File: src/rtl/block_pack_queue_pkg.sv
// block_pack_queue shared definitions.
// Exports the enable/disable macros, default sizes and min_u.
`ifndef ENABLE
`define ENABLE 1'b1
`endif
`ifndef DISABLE
`define DISABLE 1'b0
`endif

package block_pack_queue_pkg;

    localparam int ELMS_D     = 8;
    localparam int DATA_D     = 8;
    localparam int IN_ELMS_D  = 4;
    localparam int OUT_ELMS_D = 4;

    function automatic int min_u(input int a, input int b);
        return (a < b) ? a : b;
    endfunction

endpackage

File: src/rtl/block_pack_queue_if.sv
// Element stream bundle between producer/consumer and the queue.
// master: drives flush/in_*/out_cnt; slave: drives in_ready/out_*/occupancy.
interface block_pack_queue_if #(
    parameter int ELMS     = 8,
    parameter int DATA     = 8,
    parameter int IN_ELMS  = 4,
    parameter int OUT_ELMS = 4,
    localparam int CNT  = $clog2(ELMS + 1),
    localparam int ICNT = $clog2(IN_ELMS + 1),
    localparam int OCNT = $clog2(OUT_ELMS + 1)
);
    logic                              flush;
    logic                              in_valid;
    logic [ICNT-1:0]                   in_cnt;
    logic [IN_ELMS-1:0][DATA-1:0]      in_data;
    logic                              in_ready;
    logic [OUT_ELMS-1:0][DATA-1:0]     out_data;
    logic [OCNT-1:0]                   out_avail;
    logic [OCNT-1:0]                   out_cnt;
    logic [CNT-1:0]                    occupancy;

    modport master (
        output flush, in_valid, in_cnt, in_data, out_cnt,
        input  in_ready, out_data, out_avail, occupancy
    );

    modport slave (
        input  flush, in_valid, in_cnt, in_data, out_cnt,
        output in_ready, out_data, out_avail, occupancy
    );
endinterface

File: src/rtl/block_shift.sv
// Element-granular shifter/rotator over a packed element array.
// Ports: in (elements), shamt (element count), out (shifted elements).
module block_shift #(
    parameter bit ROTATE   = 1'b0,
    parameter bit TO_RIGHT = 1'b1,
    parameter int ELMS     = 8,
    parameter int DATA     = 8,
    parameter int CNT      = $clog2(ELMS + 1)
) (
    input  logic [ELMS-1:0][DATA-1:0] in,
    input  logic [CNT-1:0]            shamt,
    output logic [ELMS-1:0][DATA-1:0] out
);
    // TO_RIGHT moves elements toward index 0.
    always_comb begin
        int src;
        out = '0;
        src = 0;
        for (int i = 0; i < ELMS; i++) begin
            if (TO_RIGHT) src = i + int'(shamt);
            else          src = i - int'(shamt);
            if (ROTATE) src = ((src % ELMS) + ELMS) % ELMS;
            if (src >= 0 && src < ELMS) out[i] = in[src];
        end
    end
endmodule

File: src/rtl/block_pack_queue.sv
// Collapsing element queue: variable enqueue, variable drain, entry 0 oldest.
// Ports: clk, reset_ (async active-low), bus (slave side of the stream bundle).
module block_pack_queue
    import block_pack_queue_pkg::*;
#(
    parameter int ELMS     = ELMS_D,
    parameter int DATA     = DATA_D,
    parameter int IN_ELMS  = IN_ELMS_D,
    parameter int OUT_ELMS = OUT_ELMS_D,
    localparam int CNT  = $clog2(ELMS + 1),
    localparam int OCNT = $clog2(OUT_ELMS + 1)
) (
    input logic              clk,
    input logic              reset_,
    block_pack_queue_if.slave bus
);
    logic [CNT-1:0]            count;
    logic [ELMS-1:0][DATA-1:0] store;
    logic [ELMS-1:0][DATA-1:0] drained;
    logic [ELMS-1:0][DATA-1:0] ins;
    logic [ELMS-1:0][DATA-1:0] placed;
    logic [CNT-1:0]            deq;
    logic [CNT-1:0]            enq;
    logic [CNT-1:0]            base;
    logic [OCNT-1:0]           avail;
    logic                      ready;

    // Credit from registered count only; dequeue in the same cycle does not help.
    assign ready = (ELMS - int'(count)) >= IN_ELMS;
    assign avail = OCNT'(min_u(int'(count), OUT_ELMS));
    assign deq   = CNT'(min_u(int'(bus.out_cnt), int'(avail)));
    assign enq   = (bus.in_valid && ready)
                 ? CNT'(min_u(int'(bus.in_cnt), IN_ELMS)) : '0;
    assign base  = count - deq;

    // Only the first enq input elements may reach storage.
    always_comb begin
        ins = '0;
        for (int i = 0; i < IN_ELMS; i++)
            if (i < int'(enq)) ins[i] = bus.in_data[i];
    end

    block_shift #(
        .ROTATE(`DISABLE), .TO_RIGHT(`ENABLE),
        .ELMS(ELMS), .DATA(DATA), .CNT(CNT)
    ) u_drain (
        .in(store), .shamt(deq), .out(drained)
    );

    block_shift #(
        .ROTATE(`DISABLE), .TO_RIGHT(`DISABLE),
        .ELMS(ELMS), .DATA(DATA), .CNT(CNT)
    ) u_insert (
        .in(ins), .shamt(base), .out(placed)
    );

    always_ff @(posedge clk or negedge reset_) begin
        if (!reset_) begin
            count <= '0;
            store <= '0;
        end else if (bus.flush) begin
            count <= '0;
            store <= '0;
        end else begin
            count <= base + enq;
            store <= drained | placed;
        end
    end

    always_comb begin
        bus.out_data = '0;
        for (int i = 0; i < OUT_ELMS; i++) bus.out_data[i] = store[i];
    end

    assign bus.in_ready  = ready;
    assign bus.out_avail = avail;
    assign bus.occupancy = count;
endmodule

File: src/flat_wrapper.sv
// flat-port wrapper written by rule: the top's interface ports become plain ports
module block_pack_queue_flat import block_pack_queue_pkg::*;
#(
    parameter int ELMS     = ELMS_D,
    parameter int DATA     = DATA_D,
    parameter int IN_ELMS  = IN_ELMS_D,
    parameter int OUT_ELMS = OUT_ELMS_D,
    localparam int CNT  = $clog2(ELMS + 1),
    localparam int OCNT = $clog2(OUT_ELMS + 1)
)
  (clk, reset_, bus_flush, bus_in_valid, bus_in_cnt, bus_in_data, bus_out_cnt, bus_in_ready, bus_out_data, bus_out_avail, bus_occupancy);
  block_pack_queue_if #(.ELMS(ELMS), .DATA(DATA), .IN_ELMS(IN_ELMS), .OUT_ELMS(OUT_ELMS)) bus_i ();
  input logic clk;
  input logic reset_;
  input wire logic [$bits(bus_i.flush)-1:0] bus_flush;
  input wire logic [$bits(bus_i.in_valid)-1:0] bus_in_valid;
  input wire logic [$bits(bus_i.in_cnt)-1:0] bus_in_cnt;
  input wire logic [$bits(bus_i.in_data)-1:0] bus_in_data;
  input wire logic [$bits(bus_i.out_cnt)-1:0] bus_out_cnt;
  output wire logic [$bits(bus_i.in_ready)-1:0] bus_in_ready;
  output wire logic [$bits(bus_i.out_data)-1:0] bus_out_data;
  output wire logic [$bits(bus_i.out_avail)-1:0] bus_out_avail;
  output wire logic [$bits(bus_i.occupancy)-1:0] bus_occupancy;
  assign bus_i.flush = bus_flush;
  assign bus_i.in_valid = bus_in_valid;
  assign bus_i.in_cnt = bus_in_cnt;
  assign bus_i.in_data = bus_in_data;
  assign bus_i.out_cnt = bus_out_cnt;
  assign bus_in_ready = bus_i.in_ready;
  assign bus_out_data = bus_i.out_data;
  assign bus_out_avail = bus_i.out_avail;
  assign bus_occupancy = bus_i.occupancy;
  block_pack_queue #(.ELMS(ELMS), .DATA(DATA), .IN_ELMS(IN_ELMS), .OUT_ELMS(OUT_ELMS)) u_core (.clk(clk), .reset_(reset_), .bus(bus_i));
endmodule
File: config.mk
export PLATFORM = sky130hd
export DESIGN_NAME = block_pack_queue_flat
export DESIGN_NICKNAME = d
export VERILOG_FILES = /design/src/rtl/block_pack_queue_pkg.sv /design/src/rtl/block_pack_queue_if.sv /design/src/rtl/block_shift.sv /design/src/rtl/block_pack_queue.sv /design/src/flat_wrapper.sv
export SDC_FILE = /design/constraint.sdc
export NUM_CORES = 1
export LEC_CHECK = 0
export BUFFER_PORTS_ARGS = -buffer_cell sky130_fd_sc_hd__buf_4
export CORE_AREA = 3 3 118 120
export DETAILED_ROUTE_END_ITERATION = 7
export DIE_AREA = 0 0 121 123
export PLACE_DENSITY = 0.74
export SLEW_MARGIN = 25
export SYNTH_ARGS = -nofsm -noshare
export SYNTH_HDL_FRONTEND = slang
export SYNTH_SLANG_ARGS = --single-unit
export TNS_END_PERCENT = 10
File: constraint.sdc
create_clock -name clk -period 7.9 [get_ports clk]
set_clock_uncertainty 0.15 [all_clocks]
set_input_delay 0.395 -clock clk [delete_from_list [all_inputs] [get_ports clk]]
set_output_delay 0.395 -clock clk [all_outputs]
set_load 0.05 [all_outputs]
==> results of run 1 <==
-- cells in the final DEF (no fill, tap or decap), types with 10 or more instances in the layout --
cell type,Yosys,layout
o22ai_1,56,56
buf_4,40,88
mux2i_1,85,85
nand3_1,43,43
a22o_1,11,11
dfrtp_1,68,68
nor2b_1,10,10
nand2_1,115,115
o21ai_0,34,34
a31oi_1,19,19
nor3_1,10,10
nor2_1,90,90
inv_1,17,17
a21oi_1,50,50
and3_1,22,22
ha_1,17,17
-- area by class of cell --
| cell class | count | area [um^2] |
|---|---|---|
| clock inverter | 4 | 47.5 |
| tap | 176 | 220 |
| clock buffer | 12 | 256 |
| sequential | 68 | 1700 |
| multi-input combinational | 722 | 4770 |
| fill | 1187 | 5320 |
| inverter | 22 | 85.1 |
| timing repair buffer | 89 | 688 |
-- metrics by stage --
stage          hold slack (ns)  instance area (um^2)  worst slack, ns
2_1_floorplan          -0.0506                  7050             2.37
3_3_place_gp             0.425                  7440             2.63
3_5_place_dp             0.423                  7440             2.53
4_1_cts                 0.0606                  7740             2.49
5_1_grt                 0.0949                  7770             2.06
6_report              -0.00384                  7770             2.40
-- kinds of logic after synthesis --
family / after synthesis
AND/OR/NAND/NOR: 323
AO/OA/AOI/OAI: 280
buffers and inverters: 114
multiplexers: 95
flip-flops: 68
adder cells (fa/ha/maj): 18
XOR/XNOR: 6
-- worst max path at each step --
| stage | start | endpoint | cells after the start |
|---|---|---|---|
| after floorplan | u_core.bus.occupancy[3]$_DFF_PN0_ | u_core.bus.out_data[3]$_DFF_PN0_ | 20 |
| after global placement | u_core.bus.occupancy[3]$_DFF_PN0_ | u_core.bus.out_data[7]$_DFF_PN0_ | 15 |
| after detailed placement | u_core.bus.occupancy[3]$_DFF_PN0_ | u_core.bus.out_data[0]$_DFF_PN0_ | 15 |
| after CTS | u_core.bus.occupancy[3]$_DFF_PN0_ | u_core.bus.out_data[7]$_DFF_PN0_ | 15 |
| after global routing | u_core.bus.occupancy[3]$_DFF_PN0_ | u_core.bus.out_data[0]$_DFF_PN0_ | 15 |
| final | u_core.bus.occupancy[3]$_DFF_PN0_ | u_core.bus.out_data[0]$_DFF_PN0_ | 15 |
-- state kept, by name, summed over array words and instances (netlist names) --
| name | flops |
|---|---|
| u_core.store | 32 |
| u_core.bus.occupancy | 4 |
| u_core.bus.out_data | 32 |
-- worst max-delay path: cells and delay by family, from the launching register on --
kind	cells	cell delay, ns
AO/OA/AOI/OAI	4	0.92
adder cells (fa/ha/maj)	4	2.11
buffers and inverters	4	0.92
flip-flops	1	0.47
AND/OR/NAND/NOR	3	0.81
-- metal layers --
metal,GRT usage (%),up-vias
met5,0,-
met4,15.3,0
met3,10.8,94
met2,53.9,613
met1,50.1,3597
li1,-,3369
==> metrics, run 1 <==
xor/xnor share of the synthesized area=0.746%; class of the most critical setup path=flip-flop to flip-flop; status=finished, violations left; Die Area=14,900 um^2; die width=121 um; Yosys top cell by area=dfrtp_1; Vias/cell=7.02; # hold bufs at CTS=0; cells on worst reg2reg path=15; Slowest-stage cell, CP=ha_1; initial antenna violation count=0; sequential share of the synthesized area=24.1%; via count=7,673; largest net degree at the start of global routing=69; RSZ-0062 raised after global routing=false; P&R area growth vs syn=10.2%; Worst-path clk slew=0.06 ns; commonest cells in the netlist=nand2_1 (115), nor2_1 (90), mux2i_1 (85); failing checks=hold timing; Area contributors post-synth=dfrtp_1 (24%), mux2i_1 (12%), nand2_1 (6.1%); post-synthesis compound-gate area fraction=27.1%; fin crit share=69.6%; # nets final=972; Final Core Density=59.4%; CTS tree=built; CTS Sinks=68; syn nets=964; layout cells sized above 1=14.8%; Hold Vio Cnt, Final=2; number of enable flip-flop cells after synthesis=0; Req. time, crit path=8.01 ns; Slew Limit Headroom=37.7%; Netlist cell types=73; clock tree root driver cell=clkbuf_16; met1 WL=10,900 um; Worst R2R End=u_core.bus.out_data[0]$_DFF_PN0_; setup TNS=0 ns; GR Overflow Total=0; final wirelength=27,600 um; main combinational cell family by area after synthesis=compound AO/OA/AOI/OAI gates; YS warnings=0; post-CTS setup buffer count=0; RR Startpoint=u_core.bus.occupancy[3]$_DFF_PN0_; register bit count reported by yosys=68; post-CTS sizing=0; count leader, synth=nand2_1; max-slew violations=0; Max Root-Sink Buffers=2; Cell Chain, Critical Path=or2_1, inv_2, nand2_1, ha_1, o21ba_2, or2_2, o21ai_4, buf_4, ha_1, inv_1, ha_1, inv_1, ha_1, o21ai_0, o21ai_0; vias in the first global route=6,852; Worst R2R Setup Slack=2.40 ns; Worst EP arrival=5.60 ns; met3 routed WL=3860 um; top sig layer=met4; standard-cell rows=42; Post-DRT Antenna Nets=0; CTS HTree Levels=3; core area=13,100 um^2; CP most frequent cell=ha_1; CP Max Fanout=46; placer congestion estimate=1.03; buffers added on ports=81; Non-Filler Instances=1,093; Tmin final=5.50 ns; post-DP HPWL=20,000 um; die height=123 um; Clock Latency Late Sink=0.34 ns; drt initial violations=1,225; initial core utilization=53.9%; max-cap violation count=0; Syn Inst Count=904; Synth Area per Inst=7.80 um^2; Ports=82; Hold Crit Class=primary input to asynchronous set/reset pin; Num CTS Buffers=9; Synth top area share=24.1%; DRC Markers=0; Final setup viols=0; total track usage=36.6%; adder-cell area share of the yosys netlist=3.30%; met2 routed WL=11,600 um; Tightest Pin Transition=0.935 ns; drt pass-1 iters=7; share of synthesized registers carrying an async set or reset=100%; worst hold slack=-0.00384 ns; Wirelength per Cell=25.2 um; ant diodes=0; startpoint types=flip-flop; Critical Path Sink Type=flip-flop; Post-Synthesis Cell Area=7050 um^2; fmax=0.182 GHz; post-synthesis mux area share=15.0%; CP peak stage delay=1.00 ns; Post-Synth Simple-Gate Area=21.1%; Placed Instances=1,076; first-pass GRT wire length=41,500 um; Main synth FF type=dfrtp_1
Power of run 1 is not shown: default switching activity piles up to over one toggle a cycle in this logic, so the estimate is an artifact.
==> run 2, diff against run 1 <==
--- a/config.mk
+++ b/config.mk
@@ -5,11 +5,12 @@
 export SDC_FILE = /design/constraint.sdc
 export NUM_CORES = 1
 export LEC_CHECK = 0
+export ABC_AREA = 1
 export BUFFER_PORTS_ARGS = -buffer_cell sky130_fd_sc_hd__buf_4
-export CORE_AREA = 3 3 118 120
+export CORE_AREA = 3 3 117 119
 export DETAILED_ROUTE_END_ITERATION = 7
-export DIE_AREA = 0 0 121 123
-export PLACE_DENSITY = 0.74
+export DIE_AREA = 0 0 120 122
+export PLACE_DENSITY = 0.78
 export SLEW_MARGIN = 25
 export SYNTH_ARGS = -nofsm -noshare
 export SYNTH_HDL_FRONTEND = slang
==> constraint.sdc (replaced) <==
create_clock -name clk -period 5.05 [get_ports clk]
set_clock_uncertainty 0.15 [all_clocks]
set_input_delay 0.2525 -clock clk [delete_from_list [all_inputs] [get_ports clk]]
set_output_delay 0.2525 -clock clk [all_outputs]
set_load 0.05 [all_outputs]
==> metrics, run 2 <==
RSZ-0062 raised after global routing=false; sequential share of the synthesized area=24.5% (+0.37 points); startpoint types=flip-flop; beginning of the worst hold path=bus_in_cnt[2]; Netlist cell types=33 (-55%); syn nets=1,200 (+24%); total track usage=34.0% (-2.5 points); Max Root-Sink Buffers=2 (unchanged); # nets final=1,208 (+24%); ant diodes=0 (unchanged); status=completed; share of synthesized registers carrying an async set or reset=100% (unchanged); max-slew violations=0 (unchanged); Synth top area share=24.5% (+0.37 points); most common cell after layout, fill and taps aside=nand2_1; Worst-path clk slew=0.06 ns (about the same); drt pass-1 iters=8 (+1); layout cells sized above 1=13.7% (-1.1 points); CP Max Fanout=20 (-57%); fin crit share=89.4% (+20 points); final wirelength=25,200 um (-8.7%); Worst R2R End=u_core.bus.out_data[3]$_DFF_PN0_; cells on worst reg2reg path=22 (+7); Ports=82 (unchanged); count leader, synth=nand2_1; clock tree root driver cell=clkbuf_16; initial core utilization=54.8% (+0.91 points); Clock Latency Late Sink=0.35 ns (about the same); CTS HTree Levels=3 (unchanged); Post-Synthesis Cell Area=6940 um^2 (-1.5%); Tmin final=4.52 ns (-0.980 ns); drt initial violations=1,195 (-2.4%); CTS tree=built; post-DP HPWL=18,900 um (-5.6%); commonest cells in the netlist=nand2_1 (363), nand3_1 (243), inv_1 (80); met1 WL=9750 um (-10%); Worst EP arrival=4.62 ns (-0.98 ns); Wirelength per Cell=19.0 um (-25%); max-cap violation count=0 (unchanged); Hold Vio Cnt, Final=0 (-2); highest-count cells in the layout ignoring fill and taps=nand2_1 (363), nand3_1 (243), buf_4 (90), inv_1 (80), a21oi_1 (67); first-pass GRT wire length=38,400 um (-7.4%); Critical Path Sink Type=flip-flop; die height=122 um (-0.81%); fmax=0.221 GHz (+22%); standard-cell rows=41 (-2.4%); Final setup viols=0 (unchanged); RR Startpoint=u_core.bus.occupancy[2]$_DFF_PN0_; met3 routed WL=2450 um (-36%); YS warnings=0 (unchanged); Post-DRT Antenna Nets=0 (unchanged); CTS Sinks=68 (unchanged); die width=120 um (-0.83%); Req. time, crit path=5.16 ns (-2.85 ns); DRC Markers=0 (unchanged); Tightest Pin Transition=0.926 ns (-0.00886 ns); buffers added on ports=81 (unchanged); met2 routed WL=11,200 um (-3.2%); Num CTS Buffers=9 (unchanged); top sig layer=met4; Area contributors post-synth=dfrtp_1 (25%), nand2_1 (20%), nand3_1 (18%); class of the most critical setup path=flip-flop to flip-flop; Vias/cell=6.00 (-14%); Slew Limit Headroom=38.3% (+0.59 points); register bit count reported by yosys=68 (unchanged); Syn Inst Count=1,140 (+26%); placer congestion estimate=0.979 (-5.1%); Worst R2R Setup Slack=0.53 ns (-1.87 ns); vias in the first global route=7,118 (+3.9%); via count=7,954 (+3.7%); Yosys top cell by area=dfrtp_1; Hold Crit Class=primary input to flip-flop; initial antenna violation count=0 (unchanged); worst hold path depth=5; Die Area=14,600 um^2 (-1.6%); number of enable flip-flop cells after synthesis=0 (unchanged); GR Overflow Total=0 (unchanged); largest net degree at the start of global routing=73 (+5.8%); P&R area growth vs syn=9.86%; Synth Area per Inst=6.09 um^2 (-22%); Main synth FF type=dfrtp_1; WHS Endpoint=u_core.bus.occupancy[1]$_DFF_PN0_; setup TNS=0 ns (unchanged); core area=12,700 um^2 (-3.2%)
## run 2: cell count changes in the layout (fill, tap and decap cells not counted), moves of 30 or more
cell / previous run / this run
nand2_1: 115 / 363
nand3_1: 43 / 243
mux2i_1: 85 / 0
inv_1: 17 / 80
o22ai_1: 56 / 0
nor2_1: 90 / 52
o21ai_1: 8 / 38
## run 2: logic make-up (layout without fill, tap and decap cells)
kind of cell               count (synthesis)  in the layout  share of synthesized area, %
buffers and inverters                    182            195                          12.8
AOI/OAI and AO/OA                        154            154                          12.0
and+or+nand+nor                          715            715                          46.9
adders and majority gates                 18             18                          3.35
DFF                                       68             68                          24.5
xor gates and xnor gates                   3              3                         0.379
## run 2: area by class of cell
type,instances,area (um^2)
Fill cell,1285,5050
Multi-Input combinational cell,890,4360
Sequential cell,68,1700
Timing Repair Buffer,91,686
Inverter,88,337
Clock buffer,10,239
Tap cell,172,215
Clock inverter,6,87.6
## run 2: what timing repair did
action	4_1_cts	5_1_grt
endpoints found under the hold margin	68	0
resized for setup	0	0
setup buffers	0	0
hold buffers	1	0
## run 2: per-layer routing
layer	track usage (%)	vias up
met3	4.09	102
met1	44.0	3588
li1	-	3737
met2	54.0	527
met4	22.1	0
met5	0	-
## run 2: metrics by stage
step	hold WS (ns)	instance area [um^2]	util [%]	setup WS (ns)	cells
4_1_cts	0.277	7620	60.2	0.601	1325
2_1_floorplan	-0.193	6950	-	0.0357	1140
3_5_place_dp	0.278	7290	57.5	0.628	1308
3_3_place_gp	0.281	7290	57.5	0.791	1308
5_1_grt	0.324	7620	60.2	0.219	1325
6_report	0.267	7620	60.2	0.533	1325
## run 2: worst max path at each step
| stage | start | cells past startpoint | to | slack, ns |
|---|---|---|---|---|
| 3_5_place_dp | u_core.bus.occupancy[2]$_DFF_PN0_ | 22 | u_core.bus.out_data[3]$_DFF_PN0_ | 0.63 |
| 5_1_grt | u_core.bus.occupancy[3]$_DFF_PN0_ | 22 | u_core.bus.out_data[3]$_DFF_PN0_ | 0.22 |
| 6_report | u_core.bus.occupancy[2]$_DFF_PN0_ | 22 | u_core.bus.out_data[3]$_DFF_PN0_ | 0.53 |
| 4_1_cts | u_core.bus.occupancy[2]$_DFF_PN0_ | 22 | u_core.bus.out_data[6]$_DFF_PN0_ | 0.60 |
| 2_1_floorplan | u_core.bus.occupancy[2]$_DFF_PN0_ | 27 | u_core.bus.out_data[4]$_DFF_PN0_ | 0.04 |
| 3_3_place_gp | u_core.bus.occupancy[2]$_DFF_PN0_ | 22 | u_core.bus.out_data[6]$_DFF_PN0_ | 0.79 |
## run 2: critical path: stages, from the launching register on
cell and delay (ns):
dfrtp_2 0.43, nor2_4 0.16, inv_2 0.09, nor2_4 0.16, inv_1 0.06, ha_1 0.27, inv_1 0.03, nor2_1 0.16
nand2_4 0.11, nand2_4 0.10, nand2_2 0.06, nand2_4 0.05, ha_1 0.16, inv_1 0.05, ha_1 0.31, clkinv_2 0.26
ha_1 0.71, inv_1 0.37, nand3_1 0.21, nand2_1 0.11, nor2_1 0.17, nand2_1 0.08, a21oi_1 0.15
Power of run 2 is left out for the same reason.
